<file path="src/rtl/sentinel_key_presenter_if.sv">
// Handshake bundle between the Sentinel key presenter, its local controller and the lock.
interface sentinel_key_presenter_if;
    logic       start;
    logic       abort;
    logic [7:0] glow_in;
    logic [7:0] key_out;
    logic       key_valid;
    logic       busy;
    logic       granted;
    logic       denied;
    logic [3:0] attempts;

    // master: the presenter itself; slave: controller + lock side
    modport master (
        input  start, abort, glow_in,
        output key_out, key_valid, busy, granted, denied, attempts
    );
    modport slave (
        output start, abort, glow_in,
        input  key_out, key_valid, busy, granted, denied, attempts
    );
endinterface

</file>
<file path="src/rtl/sentinel_key_presenter.sv">
// Initiator side of the Sentinel gate: presents the key, waits for a confirmed glow,
// retries after a blanking gap, and reports granted/denied.
module sentinel_key_presenter #(
    parameter logic [7:0]  KEY            = 8'hB6,
    parameter logic [7:0]  IDLE_KEY       = 8'h00,
    parameter int unsigned SETTLE_CYCLES  = 4,
    parameter int unsigned TIMEOUT_CYCLES = 16,
    parameter int unsigned MAX_RETRIES    = 2
) (
    input  logic                      clk,
    input  logic                      rst,
    sentinel_key_presenter_if.master  bus
);
    localparam int unsigned CNT_MAX = (SETTLE_CYCLES > TIMEOUT_CYCLES) ? SETTLE_CYCLES : TIMEOUT_CYCLES;
    localparam int unsigned CNT_W   = $clog2(CNT_MAX + 1);
    localparam int unsigned ATT_W   = 4;
    localparam logic [7:0]  GLOW_OK = 8'hFF;

    typedef enum logic [2:0] {
        IDLE, PRESENT, WAIT, GAP, GRANTED, DENIED
    } state_t;

    state_t            state, state_nxt;
    logic [CNT_W-1:0]  cnt, cnt_nxt;
    logic [1:0]        conf, conf_nxt;
    logic [ATT_W-1:0]  attempts_q, attempts_nxt;
    logic [7:0]        key_q, key_nxt;
    logic              key_valid_q, key_valid_nxt;
    logic              busy_q, busy_nxt;
    logic              granted_q, granted_nxt;
    logic              denied_q, denied_nxt;

    // State, counters and outputs all register together so outputs track the state they describe
    always_ff @(posedge clk) begin
        if (rst) begin
            state       <= IDLE;
            cnt         <= '0;
            conf        <= '0;
            attempts_q  <= '0;
            key_q       <= IDLE_KEY;
            key_valid_q <= 1'b0;
            busy_q      <= 1'b0;
            granted_q   <= 1'b0;
            denied_q    <= 1'b0;
        end else begin
            state       <= state_nxt;
            cnt         <= cnt_nxt;
            conf        <= conf_nxt;
            attempts_q  <= attempts_nxt;
            key_q       <= key_nxt;
            key_valid_q <= key_valid_nxt;
            busy_q      <= busy_nxt;
            granted_q   <= granted_nxt;
            denied_q    <= denied_nxt;
        end
    end

    always_comb begin
        state_nxt    = state;
        cnt_nxt      = cnt;
        conf_nxt     = '0;
        attempts_nxt = attempts_q;

        unique case (state)
            IDLE: begin
                cnt_nxt = '0;
                if (bus.start) begin
                    state_nxt    = PRESENT;
                    attempts_nxt = ATT_W'(1);
                end
            end
            PRESENT: begin
                if (cnt == CNT_W'(SETTLE_CYCLES - 1)) begin
                    state_nxt = WAIT;
                    cnt_nxt   = '0;
                end else begin
                    cnt_nxt = cnt + CNT_W'(1);
                end
            end
            WAIT: begin
                cnt_nxt = cnt + CNT_W'(1);
                if (bus.glow_in == GLOW_OK) conf_nxt = conf + 2'd1;
                // A confirmed grant beats a timeout landing on the same cycle
                if (conf_nxt == 2'd2) begin
                    state_nxt = GRANTED;
                    cnt_nxt   = '0;
                    conf_nxt  = '0;
                end else if (cnt == CNT_W'(TIMEOUT_CYCLES - 1)) begin
                    cnt_nxt   = '0;
                    conf_nxt  = '0;
                    state_nxt = (attempts_q <= ATT_W'(MAX_RETRIES)) ? GAP : DENIED;
                end
            end
            GAP: begin
                if (cnt == CNT_W'(SETTLE_CYCLES - 1)) begin
                    state_nxt    = PRESENT;
                    cnt_nxt      = '0;
                    attempts_nxt = attempts_q + ATT_W'(1);
                end else begin
                    cnt_nxt = cnt + CNT_W'(1);
                end
            end
            GRANTED: begin
                if (!bus.start) state_nxt = IDLE;
            end
            DENIED: begin
                if (!bus.start) state_nxt = IDLE;
            end
            default: begin
                state_nxt = IDLE;
                cnt_nxt   = '0;
            end
        endcase

        if (bus.abort) begin
            state_nxt    = IDLE;
            cnt_nxt      = '0;
            conf_nxt     = '0;
            attempts_nxt = attempts_q;
        end

        key_valid_nxt = (state_nxt == PRESENT) || (state_nxt == WAIT) || (state_nxt == GRANTED);
        key_nxt       = key_valid_nxt ? KEY : IDLE_KEY;
        busy_nxt      = (state_nxt == PRESENT) || (state_nxt == WAIT) || (state_nxt == GAP);
        granted_nxt   = (state_nxt == GRANTED);
        denied_nxt    = (state_nxt == DENIED);
    end

    assign bus.key_out   = key_q;
    assign bus.key_valid = key_valid_q;
    assign bus.busy      = busy_q;
    assign bus.granted   = granted_q;
    assign bus.denied    = denied_q;
    assign bus.attempts  = attempts_q;

endmodule

</file>
<file path="src/flat_wrapper.sv">
// flat-port wrapper written by rule: the top's interface ports become plain ports
module sentinel_key_presenter_flat 
#(
    parameter logic [7:0]  KEY            = 8'hB6,
    parameter logic [7:0]  IDLE_KEY       = 8'h00,
    parameter int unsigned SETTLE_CYCLES  = 4,
    parameter int unsigned TIMEOUT_CYCLES = 16,
    parameter int unsigned MAX_RETRIES    = 2
)
  (clk, rst, bus_start, bus_abort, bus_glow_in, bus_key_out, bus_key_valid, bus_busy, bus_granted, bus_denied, bus_attempts);
  sentinel_key_presenter_if bus_i ();
  input  logic clk;
  input  logic rst;
  input wire logic [$bits(bus_i.start)-1:0] bus_start;
  input wire logic [$bits(bus_i.abort)-1:0] bus_abort;
  input wire logic [$bits(bus_i.glow_in)-1:0] bus_glow_in;
  output wire logic [$bits(bus_i.key_out)-1:0] bus_key_out;
  output wire logic [$bits(bus_i.key_valid)-1:0] bus_key_valid;
  output wire logic [$bits(bus_i.busy)-1:0] bus_busy;
  output wire logic [$bits(bus_i.granted)-1:0] bus_granted;
  output wire logic [$bits(bus_i.denied)-1:0] bus_denied;
  output wire logic [$bits(bus_i.attempts)-1:0] bus_attempts;
  assign bus_i.start = bus_start;
  assign bus_i.abort = bus_abort;
  assign bus_i.glow_in = bus_glow_in;
  assign bus_key_out = bus_i.key_out;
  assign bus_key_valid = bus_i.key_valid;
  assign bus_busy = bus_i.busy;
  assign bus_granted = bus_i.granted;
  assign bus_denied = bus_i.denied;
  assign bus_attempts = bus_i.attempts;
  sentinel_key_presenter #(.KEY(KEY), .IDLE_KEY(IDLE_KEY), .SETTLE_CYCLES(SETTLE_CYCLES), .TIMEOUT_CYCLES(TIMEOUT_CYCLES), .MAX_RETRIES(MAX_RETRIES)) u_core (.clk(clk), .rst(rst), .bus(bus_i));
endmodule
</file>
<file path="config.mk">
export PLATFORM = sky130hd
export DESIGN_NAME = sentinel_key_presenter_flat
export DESIGN_NICKNAME = d
export VERILOG_FILES = /design/src/rtl/sentinel_key_presenter_if.sv /design/src/rtl/sentinel_key_presenter.sv /design/src/flat_wrapper.sv
export SDC_FILE = /design/constraint.sdc
export NUM_CORES = 1
export LEC_CHECK = 0
export CAP_MARGIN = 20
export CORE_UTILIZATION = 47
export DETAILED_ROUTE_END_ITERATION = 16
export GPL_TIMING_DRIVEN = 0
export PLACE_DENSITY = 0.83
export SYNTH_ARGS = -nofsm -noshare
export SYNTH_HDL_FRONTEND = slang
export SYNTH_SLANG_ARGS = --single-unit
</file>
<file path="constraint.sdc">
create_clock -name clk -period 2.55 [get_ports clk]
set_clock_uncertainty 0.1 [all_clocks]
set_input_delay 0.6375 -clock clk [delete_from_list [all_inputs] [get_ports clk]]
set_output_delay 0.6375 -clock clk [all_outputs]
set_load 0.02 [all_outputs]
</file>
==> results.cfg, run 1 <==
[critical_path]
worst_setup_path_end_kind = register
critical-path-top-delay-family = compound AO/OA/AOI/OAI gates
cp.required_ns = 2.64
cp_data_arrival_time_ns = 2.35
path_buf_inv = 1
cp_slowest_cell = clkdlybuf4s50_1
timing.critical_path.cells = clkdlybuf4s50_1, nand4_2, o31ai_4, a2bb2oi_1, a21boi_1, a211oi_2
cp_max_fo = 5
critical_path_class = input pin to register
setup.worst_path.start_class = input pin
crit_path_max_incr_delay_ns = 0.47

[synthesis]
yosys_register_bits = 18
synth_largest_type_area_fraction_pct = 33.4
yosysSeqAreaShare_pct = 33.4
synth_largest_area_cell = dfxtp_1
syn_area_per_cell_um2 = 9.29
synth_commonest_cells = dfxtp_1, nor2_1, buf_4
synth_area_leaders = dfxtp_1, ha_1, buf_4
synthArstFlopShare_pct = 0
synth-edff-count = 0
ys.warnings.count = 0
netlist_instances = 116
synth_ff_type = dfxtp_1
synth_cell_types = 45
post_synth_instance_area_mm2 = 0.00108
synth_most_common_cell = dfxtp_1

[detailed_routing]
post_drt_via_cell_ratio = 5.28
detail_route.wl_per_cell_um = 12.1
drc_errors = 0
count_of_vias_placed_by_the_detailed_router = 914
final_antenna_net_count = 0
first_pass_iters = 4
drt_iter0_markers = 15
drt-total-wl_um = 2100

[clock_network]
clk_sinks = 18
cts-root-buf = clkbuf_4
cts_made_buffers = 3
hold_buf_count_cts = 0
clkTransAtPathRegs_ns = 0.11
clock_insertion_delay_worst_skew_ns = 0.30
cts-resized-gates = 0
cts.htree.levels = 1
clock_path_buffers = 2
cts_tree = built
cts_post_setup_buffers_inserted = 0

[grt]
antenna_found_initial = 0
groute.usage.overall_pct = 18.1
wire_length_of_the_first_global_routing_pass_um = 3410
largest_net_degree_at_the_start_of_global_routing = 11
global_route.overflow_total = 0
grt_pass1_vias = 840

[die]
io-pin-count = 28
num_rows = 16
start_util_pct = 52.2
placeableCoreArea_mm2 = 0.00206
dieArea_mm2 = 0.00249
die_height_um = 49.9
die_width_um = 49.9

[job]
drv.max_cap_violation_count = 0

[timing]
tns_ns = 0
timing.final.crit_share_pct = 88.7
layout_setup_ws_ns = 0.289
final-setup-viol-count = 0
finalHoldViolCount = 0
maxSlewViolCount = 0
grt_setup_unrepaired = false
finalCriticalPeriod_ns = 2.26
fmax_mhz = 442

[power]
power_density_over_the_cells_mw_per_mm2 = 394
total_leakage_power_uw = 0.000541
worst_ir_drop_vdd_uv = 299

[layout]
post_layout_instance_count_excluding_filler_cells = 173
n_antenna_cell = 0
number_of_nets_in_the_final_layout = 165
syn2layout_area_growth_pct = 29.5
fin_util_pct = 67.7
fraction_of_final_layout_cells_with_drive_strength_greater_than_1_pct = 16.4

[placed_design]
port-buffer-count = 24
pre_cts_ws_ns = -0.0323
place.gp.congestion = 0.766
post-dp-hpwl_um = 1640
post-place-cells = 169

[status]
outcome = finished clean

[min_path]
worstHoldPathType = register to register
-- cell usage in the layout (no fill, tap or decap), drive strengths merged, types with 2 or more instances in the layout --
cell type / Yosys / layout
and2: 4 / 4
dfxtp: 18 / 18
conb: 1 / 3
nand2b: 5 / 5
a31oi: 2 / 2
nand3b: 2 / 2
and3: 2 / 2
nor3b: 2 / 2
a21oi: 3 / 3
nand2: 4 / 4
ha: 6 / 6
nor2b: 3 / 3
mux2i: 3 / 3
nor2: 12 / 12
a221oi: 2 / 2
inv: 5 / 5
clkbuf: 1 / 5
xnor2: 2 / 2
nand3: 5 / 5
clkdlybuf4s50: 0 / 24
buf: 9 / 9
nand4: 2 / 2
nor3: 3 / 3
-- power breakdown --
group | internal (uW) | switching [uW] | leakage, uW
logic | 44.5 | 37.6 | 0.000374
registers | 285 | 4.85 | 0.000146
clock network | 87.1 | 91.1 | 0.0000210
total | 416 | 134 | 0.000541
-- logic make-up after synthesis --
| group | after synthesis | share of synthesized area (%) |
|---|---|---|
| adders and majority gates | 6 | 6.97 |
| buffers and inverters | 15 | 8.36 |
| and+or+nand+nor | 52 | 30.5 |
| other | 1 | 0.348 |
| AOI/OAI and AO/OA | 18 | 15.1 |
| xor gates and xnor gates | 3 | 2.44 |
| muxes | 3 | 2.79 |
| DFF | 18 | 33.4 |
-- path summary, 6_finish.rpt --
check | to | cells after the start | slack [ns] | start
hold / removal | u_core.conf[1] | 1 | 0.39 | u_core.conf[1]
hold reg to reg | u_core.conf[1] | 1 | 0.39 | u_core.conf[1]
setup reg to reg | u_core.bus.key_out[5] | 7 | 0.42 | u_core.cnt[0]
setup / recovery | u_core.bus.key_out[5] | 6 | 0.29 | bus_glow_in[3]
-- flip-flops by register name (all words and copies together), names as in the netlist --
name and count:
u_core.bus.attempts 4, u_core.bus.busy 1, u_core.bus.denied 1, u_core.bus.granted 1, u_core.bus.key_out 1, u_core.cnt 5, u_core.conf 2, u_core.state 3
-- routing by layer --
| metal | global-route usage (%) | share of wire, % | vias up |
|---|---|---|---|
| met1 | 20.3 | 44 | 429 |
| met5 | 0 | 0 | - |
| li1 | - | - | 459 |
| met3 | 3.70 | 3.7 | 5 |
| met2 | 33.6 | 51 | 21 |
| met4 | 5.71 | 1.2 | 0 |
-- stage by stage --
step / hold slack, ns / power, uW / area (um^2)
after floorplan: 0.320 / 341 / 1080
after global placement: 0.338 / 376 / 1360
after detailed placement: 0.351 / 378 / 1360
after CTS: 0.382 / 554 / 1400
after global routing: 0.413 / 569 / 1400
final: 0.388 / 550 / 1400
-- area by class of cell --
cell class | instances | area, um^2
tap | 27 | 33.8
buffer | 10 | 71.3
multi-input combinational | 85 | 634
clock buffer | 4 | 36.3
sequential | 18 | 360
timing repair buffer | 24 | 240
inverter | 5 | 18.8
fill | 177 | 667
No activity file was read; power rests on OpenSTA's default activity.
==> inputs of run 2 (changes only) <==
--- a/constraint.sdc
+++ b/constraint.sdc
@@ -4,2 +4,2 @@
 set_output_delay 0.6375 -clock clk [all_outputs]
-set_load 0.02 [all_outputs]
+set_load 0.01 [all_outputs]
==> results of run 2 <==
Same layout as run 1 (identical final DEF). Status: finished clean.
Among the figures that moved: total power 550 uW -> 543 uW; worst IR drop on VDD 299 uV -> 296 uV
==> inputs of run 3 (changes only) <==
Settings changed: ABC_AREA from default to 1, ABC_CLOCK_PERIOD_IN_PS from default to 2550, CORE_UTILIZATION 47 to 48, PLACE_DENSITY 0.83 to 0.85.
==> run 3 against run 2 <==
Non-clock buffer count down 2. Global-route usage is 2.3 points higher. Sequential share of layout area is 0.14 points lower. Critical path depth increased by 7. Core utilization grew 1.0 points. Synthesized cell count up 40%. Die area decreased by 1.3%. Hold slack got worse by 0.014 ns. Critical endpoint unchanged. Largest power group unchanged.
==> results.cfg, run 3 <==
[detailed_routing]
post_drt_via_cell_ratio = 4.78
drt_iter0_markers = 30
detail_route.wl_per_cell_um = 9.83
drt-total-wl_um = 2150
first_pass_iters = 4
count_of_vias_placed_by_the_detailed_router = 1046
final_antenna_net_count = 0
drc_errors = 0

[critical_path]
rr_startpoint = u_core.cnt[1]
cp_data_arrival_time_ns = 2.26
setup.worst_path.start_class = register
worst_setup_path_end_kind = register
cp_max_fo = 4
worst-r2r-setup-slack_ns = 0.39
r2r_cells = 13
cp.required_ns = 2.65
reg2reg_to = u_core.bus.key_out[5]
critical_path_class = register to register

[clock_network]
cts-resized-gates = 0
clkTransAtPathRegs_ns = 0.11
clock_insertion_delay_worst_skew_ns = 0.30
clk_sinks = 18
hold_buf_count_cts = 0
cts_post_setup_buffers_inserted = 0
clock_path_buffers = 2
cts-root-buf = clkbuf_4
cts_made_buffers = 3
cts_tree = built
cts.htree.levels = 1

[power]
worst_ir_drop_vdd_uv = 442
power.net_switching_uw = 131
total_leakage_power_uw = 0.000677
internal_power_uw = 418
switching_part_of_the_total_power_pct = 23.9
clockPowerShare_pct = 32.2
power_density_over_the_cells_mw_per_mm2 = 391
power.combinational.fraction_pct = 14.7
sequentialPowerShare_pct = 53.2

[placed_design]
post-place-cells = 215
place.gp.congestion = 0.763
pre_cts_ws_ns = 0.269
port-buffer-count = 24
post-dp-hpwl_um = 1760

[die]
start_util_pct = 53.1
io-pin-count = 28
die_width_um = 49.5
placeableCoreArea_mm2 = 0.00204
dieArea_mm2 = 0.00245
num_rows = 16
die_height_um = 49.5

[timing]
layout_setup_ws_ns = 0.394
finalHoldViolCount = 0
hold-worst-slack_ns = 0.375
tns_ns = 0
final-setup-viol-count = 0
fmax_mhz = 464
maxSlewViolCount = 0
finalCriticalPeriod_ns = 2.16
grt_setup_unrepaired = false
timing.final.crit_share_pct = 84.5

[layout]
largest_register_ff_count = 5
max_flop_register = u_core.cnt
n_antenna_cell = 0
highest_count_cells_in_the_layout_ignoring_fill_and_taps = nand2_1, nor2_1, inv_1, clkdlybuf4s50_1, dfxtp_1
seqCellArea_um2 = 360
post_layout_instance_count_excluding_filler_cells = 219
number_of_nets_in_the_final_layout = 211
syn2layout_area_growth_pct = 29.3
fraction_of_final_layout_cells_with_drive_strength_greater_than_1_pct = 12.5
fin_util_pct = 68.7
final_common_cell = nand2_1
fillerInstances = 186
multiInputGateArea_um2 = 571

[synthesis]
synth_ff_type = dfxtp_1
yosysSeqAreaShare_pct = 33.2
synth_cell_types = 26
synth_adder_area_share_pct = 6.92
synth_largest_area_cell = dfxtp_1
synth-compound-area-share_pct = 8.30
synth_most_common_cell = nand2_1
post_synth_instance_area_mm2 = 0.00108
synth-edff-count = 0
synthArstFlopShare_pct = 0
synth_xor_xnor_area_share_pct = 1.61
combinational_family_with_the_most_area_after_synthesis = simple AND/OR/NAND/NOR gates
netlist_instances = 162
synth.mux.area_fraction_pct = 0
synth_simple_gate_area_share_pct = 34.7
synth_area_leaders = dfxtp_1, nand2_1, nor2_1
synth_commonest_cells = nand2_1, nor2_1, inv_1
syn_area_per_cell_um2 = 6.70
synth_largest_type_area_fraction_pct = 33.2
yosys_register_bits = 18
ys.warnings.count = 0

[grt]
grt_pass1_vias = 965
largest_net_degree_at_the_start_of_global_routing = 11
wire_length_of_the_first_global_routing_pass_um = 3880
groute.usage.overall_pct = 20.4
global_route.overflow_total = 0
antenna_found_initial = 0

[min_path]
worstHoldPathType = register to register
hold-path-endpoint = u_core.conf[0]
timing.hold.worst.start = u_core.conf[0]
min_delay_path_depth = 1

[job]
drv.max_cap_violation_count = 0

[status]
outcome = finished clean
## run 3: changes by cell type in the layout (fill, tap and decap cells not counted), moves of 5 or more
cell      change
nand2_1      +31
inv_1        +19
nor2_1       +14
o21ai_0       +7
nand2b_1      -5
## run 3: worst max path at each step
stage,startpoint,endpoint,slack (ns),depth (start not counted)
after CTS,u_core.cnt[1],u_core.bus.key_out[5],0.39,13
after global placement,bus_glow_in[2],u_core.bus.key_out[5],0.33,12
after global routing,u_core.cnt[1],u_core.bus.key_out[5],0.19,13
final,u_core.cnt[1],u_core.bus.key_out[5],0.39,13
after detailed placement,bus_glow_in[2],u_core.bus.key_out[5],0.27,12
after floorplan,u_core.cnt[0],u_core.bus.key_out[5],0.73,13
## run 3: logic make-up after synthesis
| logic type | Yosys count |
|---|---|
| other cells | 1 |
| simple gates | 84 |
| fa+ha+maj | 6 |
| buf+inv | 35 |
| compound gates | 16 |
| xor+xnor | 2 |
| flops | 18 |
## run 3: layout make-up
type	instances	share of cell area, %
Inverter	27	7.23
Tap cell	27	2.41
Buffer	8	4.28
Timing Repair Buffer	24	17.1
Multi-Input combinational cell	111	40.7
Clock buffer	4	2.59
Sequential cell	18	25.7
## run 3: critical path, cell delays in order (launching register included)
cell and delay [ns]:
dfxtp_1 0.37, ha_1 0.21, inv_1 0.07, nor3_1 0.30, ha_1 0.28, nor2_1 0.06
a21oi_1 0.12, nand2_1 0.07, nand2_1 0.07, nand2_1 0.05, nand2_1 0.15, nor2_1 0.07
nand2_1 0.08, nand2_1 0.05
## run 3: layer usage
metal	vias to the layer above	track usage (%)	wire, um
li1	556	-	-
met1	456	22.7	915
met2	29	37.6	1120
met3	5	2.78	79
met4	0	9.52	36
met5	-	0	0
## run 3: metrics by stage
| stage | instance area, um^2 | total power [uW] |
|---|---|---|
| floorplan | 1090 | 339 |
| global placement | 1370 | 376 |
| detailed placement | 1370 | 379 |
| CTS | 1400 | 553 |
| global route | 1400 | 580 |
| finish | 1400 | 549 |
## run 3: power groups by stage
stage               registers [uW]  clock network [uW]  logic (uW)
floorplan                      299                   0        39.8
global placement               298                   0        78.4
detailed placement             299                   0        80.4
CTS                            292                 180        80.8
global route                   294                 196        89.5
finish                         292                 177        80.5
